## src/rtl/id_ex_stage.sv

```systemverilog
// id_ex_stage: RV32I decode/issue stage feeding the ID/EX pipeline register with bypass, load-use interlock and flush.
module id_ex_stage #(
    parameter bit BYPASS_EN = 1'b1,
    parameter bit HAZARD_EN = 1'b1
) (
    input  logic        clk,
    input  logic        rst_n,
    input  logic        if_valid,
    output logic        if_ready,
    input  logic [31:0] if_instr,
    input  logic [31:0] if_pc,
    output logic [4:0]  rf_rs1_addr,
    output logic [4:0]  rf_rs2_addr,
    input  logic [31:0] rf_rs1_data,
    input  logic [31:0] rf_rs2_data,
    input  logic        wb_we,
    input  logic [4:0]  wb_rd,
    input  logic [31:0] wb_data,
    input  logic        flush,
    input  logic        ex_ready,
    output logic        ex_valid,
    output logic [4:0]  ex_opcode,
    output logic [2:0]  ex_func3,
    output logic [6:0]  ex_func7,
    output logic [31:0] ex_operand1,
    output logic [31:0] ex_operand2,
    output logic [31:0] ex_rs2_data,
    output logic [31:0] ex_imm,
    output logic [31:0] ex_pc,
    output logic [4:0]  ex_rd,
    output logic        ex_rd_we,
    output logic        ex_illegal
);
    localparam logic [4:0] OP_R = 5'b01100, OP_I = 5'b00100, OP_LD = 5'b00000, OP_ST = 5'b01000,
                           OP_BR = 5'b11000, OP_AUIPC = 5'b00101, OP_LUI = 5'b01101,
                           OP_JAL = 5'b11011, OP_JALR = 5'b11001;
    typedef struct packed {
        logic [4:0]  opcode;
        logic [2:0]  func3;
        logic [6:0]  func7;
        logic [31:0] op1;
        logic [31:0] op2;
        logic [31:0] rs2_data;
        logic [31:0] imm;
        logic [31:0] pc;
        logic [4:0]  rd;
        logic        rd_we;
        logic        illegal;
    } ex_t;
    ex_t         ex_q, ex_d, dec;
    logic        valid_q, valid_d;
    logic [4:0]  opc, rs1, rs2, rd;
    logic [31:0] imm_i, imm_s, imm_b, imm_u, imm_j, rs1_val, rs2_val;
    logic        legal, wr, use1, use2, hazard, accept;
    assign opc = if_instr[6:2];
    assign rs1 = if_instr[19:15];
    assign rs2 = if_instr[24:20];
    assign rd  = if_instr[11:7];
    assign rf_rs1_addr = rs1;
    assign rf_rs2_addr = rs2;
    assign imm_i = {{20{if_instr[31]}}, if_instr[31:20]};
    assign imm_s = {{20{if_instr[31]}}, if_instr[31:25], if_instr[11:7]};
    assign imm_b = {{19{if_instr[31]}}, if_instr[31], if_instr[7], if_instr[30:25], if_instr[11:8], 1'b0};
    assign imm_u = {if_instr[31:12], 12'b0};
    assign imm_j = {{11{if_instr[31]}}, if_instr[31], if_instr[19:12], if_instr[20], if_instr[30:21], 1'b0};
    // x0 is hard zero, so the bypass compare needs no separate wb_rd != 0 term
    assign rs1_val = (rs1 == 5'd0) ? 32'd0 : (BYPASS_EN && wb_we && wb_rd == rs1) ? wb_data : rf_rs1_data;
    assign rs2_val = (rs2 == 5'd0) ? 32'd0 : (BYPASS_EN && wb_we && wb_rd == rs2) ? wb_data : rf_rs2_data;
    always_comb begin
        dec = '0;
        legal = 1'b1;
        wr = 1'b0;
        use1 = 1'b0;
        use2 = 1'b0;
        dec.opcode = opc;
        dec.func3 = if_instr[14:12];
        dec.func7 = if_instr[31:25];
        dec.pc = if_pc;
        dec.rd = rd;
        dec.rs2_data = rs2_val;
        dec.imm = imm_i;
        case (opc)
            OP_R:         begin dec.op1 = rs1_val; dec.op2 = rs2_val; wr = 1'b1; use1 = 1'b1; use2 = 1'b1; end
            OP_I, OP_LD:  begin dec.op1 = rs1_val; dec.op2 = imm_i; wr = 1'b1; use1 = 1'b1; end
            OP_ST:        begin dec.op1 = rs1_val; dec.op2 = imm_s; dec.imm = imm_s; use1 = 1'b1; use2 = 1'b1; end
            OP_BR:        begin dec.op1 = rs1_val; dec.op2 = rs2_val; dec.imm = imm_b; use1 = 1'b1; use2 = 1'b1; end
            OP_AUIPC:     begin dec.op1 = if_pc; dec.op2 = imm_u; dec.imm = imm_u; wr = 1'b1; end
            OP_LUI:       begin dec.op2 = imm_u; dec.imm = imm_u; wr = 1'b1; end
            OP_JAL:       begin dec.op1 = if_pc; dec.op2 = imm_j; dec.imm = imm_j; wr = 1'b1; end
            OP_JALR:      begin dec.op1 = if_pc; dec.op2 = rs1_val; wr = 1'b1; use1 = 1'b1; end
            default:      legal = 1'b0;
        endcase
        if (if_instr[1:0] != 2'b11) legal = 1'b0;
        dec.illegal = !legal;
        dec.rd_we = legal && wr && (rd != 5'd0);
        if (!legal) begin
            dec.op1 = '0;
            dec.op2 = '0;
        end
    end
    assign hazard = HAZARD_EN && if_valid && valid_q && ex_q.opcode == OP_LD && ex_q.rd != 5'd0 &&
                    ((use1 && rs1 == ex_q.rd) || (use2 && rs2 == ex_q.rd));
    assign if_ready = !flush && !hazard && (!valid_q || ex_ready);
    assign accept = if_valid && if_ready;
    always_comb begin
        ex_d = ex_q;
        valid_d = valid_q;
        if (flush) valid_d = 1'b0;
        else if (accept) begin
            ex_d = dec;
            valid_d = 1'b1;
        end else if (ex_ready) valid_d = 1'b0;
    end
    always_ff @(posedge clk or negedge rst_n) begin
        if (!rst_n) begin
            valid_q <= 1'b0;
            ex_q <= '0;
        end else begin
            valid_q <= valid_d;
            ex_q <= ex_d;
        end
    end
    assign ex_valid = valid_q;
    assign ex_opcode = ex_q.opcode;
    assign ex_func3 = ex_q.func3;
    assign ex_func7 = ex_q.func7;
    assign ex_operand1 = ex_q.op1;
    assign ex_operand2 = ex_q.op2;
    assign ex_rs2_data = ex_q.rs2_data;
    assign ex_imm = ex_q.imm;
    assign ex_pc = ex_q.pc;
    assign ex_rd = ex_q.rd;
    assign ex_rd_we = ex_q.rd_we;
    assign ex_illegal = ex_q.illegal;
endmodule

```

## config.mk

```make
export PLATFORM = sky130hd
export DESIGN_NAME = id_ex_stage
export DESIGN_NICKNAME = d
export VERILOG_FILES = /design/src/rtl/id_ex_stage.sv
export SDC_FILE = /design/constraint.sdc
export NUM_CORES = 1
export LEC_CHECK = 0
export ABC_AREA = 1
export BUFFER_PORTS_ARGS = -buffer_cell sky130_fd_sc_hd__buf_2
export CAP_MARGIN = 0
export CELL_PAD_IN_SITES_DETAIL_PLACEMENT = 2
export CELL_PAD_IN_SITES_GLOBAL_PLACEMENT = 2
export CORE_MARGIN = 1.5
export CORE_UTILIZATION = 26
export DETAILED_ROUTE_END_ITERATION = 10
export GPL_ROUTABILITY_DRIVEN = 0
export PLACE_DENSITY_LB_ADDON = 0.1
export SETUP_SLACK_MARGIN = 0.4
export SYNTH_ARGS = -nofsm -noshare
export SYNTH_HDL_FRONTEND = slang
export SYNTH_SLANG_ARGS = --single-unit
```

## constraint.sdc

```tcl
create_clock -name clk -period 1.91 [get_ports clk]
set_input_delay 0.2865 -clock clk [delete_from_list [all_inputs] [get_ports clk]]
set_output_delay 0.2865 -clock clk [all_outputs]
set_load 0.02 [all_outputs]
```

==> reports/results.txt <==
Avg Cell Area, Syn -> 7.05 um^2
filler cell count -> 4,323
Max Cap Violations -> 0
full die area -> 39,800 um^2
Initial Utilization -> 0.265
CP Cell Sequence -> nand2_1 > nand2_1 > nor2_1 > nand2_1 > inv_2 > nand2_2 > nand2_4 > a21boi_4 > buf_12 > buf_8
largest net degree at the start of global routing -> 65
slew margin rel. -> 0.607
FF-to-FF End -> ex_rs2_data[18]
H-tree depth -> 4
status -> finished with violations
number of routed nets with antenna violations -> 0
initial antenna violation count -> 5
DIE HEIGHT -> 199 um
clock skew -> 12.8 ps
final hold violations -> 0
fmax -> 442 MHz
Syn Nets -> 1,595
Top Ports -> 365
routed len/inst -> 24.9 um
Distinct cells, synth -> 34
Static Leak -> 0.00923 uW
hold_sp -> flush
Synth area leaders -> dfrtp_1 (45%), nand2_1 (24%), nand3_1 (12%)
largest family of logic cells by synthesized area -> simple AND/OR/NAND/NOR gates
CTS tree -> built
cells after synthesis -> 1,424
simple-gate share of the synthesized area -> 0.404
Hold Path End -> ex_valid
CP startpoint kind -> flip-flop
dpl cells -> 2,314
fin crit share -> 1.18
Synth area leader -> dfrtp_1
Via Count -> 12,300
Post-synth EDFFs -> 0
failing checks -> setup timing
compound-cell area share of the yosys netlist -> 0.0641
fin crit period -> 2260 ps
multiplexer area fraction after synthesis -> 0
Setup Crit Path Kind -> flip-flop to primary output
Post-synth top flop -> dfrtp_1
R2R setup slack -> -340 ps
RSZ-0062 raised after global routing -> yes
DRT iter0 DRCs -> 488
fin cells -> 2,426
adder and majority gate portion of the synthesized area -> 0
IO buf count -> 364
DRC viols -> 0
grt total ovfl -> 0
ratio of cells with drive above 1 in the final layout -> 0.493
Crit path required time -> 1620 ps
Syn. warnings -> 0
sequential share of the synthesized area -> 0.454
Slew Viols, Final -> 0
clock buffer depth -> 2
final setup margin -> -351 ps
row count -> 71
Hold Path Class -> primary input to flip-flop
DRT Pass-1 Iters -> 5
Worst Max-Slew Pin Slew -> 583 ps
vias in the first global route -> 13,000
Yosys reg bits -> 182
most frequent cells in the layout -> nand2_1 (409), buf_2 (358), nand3_1 (236)
FF-to-FF path depth -> 16
HPWL after DPL -> 40.6 mm
vias per std cell -> 5.07
CTS buffer count -> 17
commonest non-fill, non-tap cell in the layout -> nand2_1
Crit path top cell by count -> nand2_1
hold depth -> 2
crit end category -> primary output
CTS sink count -> 182
Synth top area share -> 0.454
Max Fanout on Critical Path -> 4
first-pass GRT wire length -> 85.5 mm
Mapped Area -> 10,000 um^2
CTS root buffer -> clkbuf_16
Clock Pin Slew Worst Setup and Hold Paths -> 80 ps
worst-skew pair later-pin latency -> 470 ps
area delta synth->final -> 68.1%
XOR/XNOR Fraction of Synth Area -> 0.00436
share of flip-flops with an asynchronous set or reset -> 1.00
Core ar. -> 37,800 um^2
Worst VDD drop -> 0.702 mV
GRT Resource Usage Total -> 0.298
Worst R2R Start -> ex_rd[2]
pre-CTS setup slack -> -192 ps
final setup violation count -> 183
power per cell area -> 728 nW/um^2
crit path DAT -> 1970 ps
Slowest-stage cell, CP -> dfrtp_2
max incr delay on CP -> 460 ps
Routed Wire Length -> 60.3 mm
Die Wd -> 199 um
NumNets Final -> 2,070
[worst max-delay path by stage]
stage | from | depth (start not counted) | to
CTS | ex_opcode[4] | 6 | if_ready
global route | ex_rd[2] | 16 | ex_pc[19]
floorplan | ex_rd[3] | 8 | ex_imm[18]
finish | ex_rd[2] | 10 | if_ready
detailed placement | if_instr[4] | 14 | ex_imm[26]
global placement | if_instr[4] | 14 | ex_rs2_data[22]
[cell type report]
class | instances | area, um^2 | share of cell area
clock buffers | 18 | 429 | 0.0254
clock inverters | 14 | 165 | 0.00979
diodes | 3 | 7.51 | 0.000445
repair buffers | 557 | 4680 | 0.277
well taps | 511 | 639 | 0.0379
inverters | 45 | 169 | 0.0100
flip-flops and latches | 182 | 4570 | 0.271
multi-input cells | 1096 | 6220 | 0.368
[flip-flops by register name, indices dropped and copies added, names as in the netlist]
register	count
ex_func3	3
ex_func7	7
ex_illegal	1
ex_imm	31
ex_opcode	5
ex_operand1	32
ex_operand2	32
ex_pc	32
ex_rd	5
ex_rd_we	1
ex_rs2_data	32
ex_valid	1
[power breakdown]
group / leakage, uW / switching, uW / internal, uW / total (uW)
registers: 0.00235 / 410 / 4260 / 4670
logic: 0.00660 / 2310 / 1570 / 3880
clock network: 0.000279 / 1870 / 1860 / 3730
total: 0.00923 / 4590 / 7690 / 12300
[kinds of logic after synthesis]
| family | count (synthesis) |
|---|---|
| AOI/OAI and AO/OA | 125 |
| and+or+nand+nor | 966 |
| xor gates and xnor gates | 5 |
| DFF | 182 |
| buffers and inverters | 146 |
[worst max-delay path: cells and delay by family (launching register included)]
family                 cells  cell delay [ps]
and+or+nand+nor            6              620
DFF                        1              460
buffers and inverters      3              350
AOI/OAI and AO/OA          1               70
[cells in the mapped netlist (9+ instances only)]
cell      count
o21ai_0      61
buf_2        13
buf_6         9
a21oi_1      36
nand3_1     240
inv_1        37
nor2_1       39
buf_4        27
dfrtp_1     182
clkbuf_1     47
nand2_1     653
o21ai_1      22
[routing by layer]
metal / global-route usage / part of all wire
met5: 0 / 0.00045
met4: 0.105 / 0.025
met3: 0.0437 / 0.045
met2: 0.514 / 0.51
met1: 0.377 / 0.42
[stage by stage]
stage	power (uW)	util	setup TNS [ps]	cell area [um^2]	hold WS, ps
final	12300	0.446	-53580	16900	16.9
after global routing	12800	0.446	-66740	16900	10.7
after CTS	11900	0.416	-29000	15700	1.53
after detailed placement	7470	0.351	-23400	13300	150
after global placement	7410	0.351	-17610	13300	147
after floorplan	6000	-	0	10100	-9.09
[what timing repair did]
item,in CTS,in global routing
hold buffers,1,0
gates resized for setup,283,242
setup buffers,33,15
setup endpoints to repair,183,188
pin swaps,8,18
endpoints found under the hold margin,177,0
cloned,28,0
Note: power is estimated with default switching activity, not from simulation.
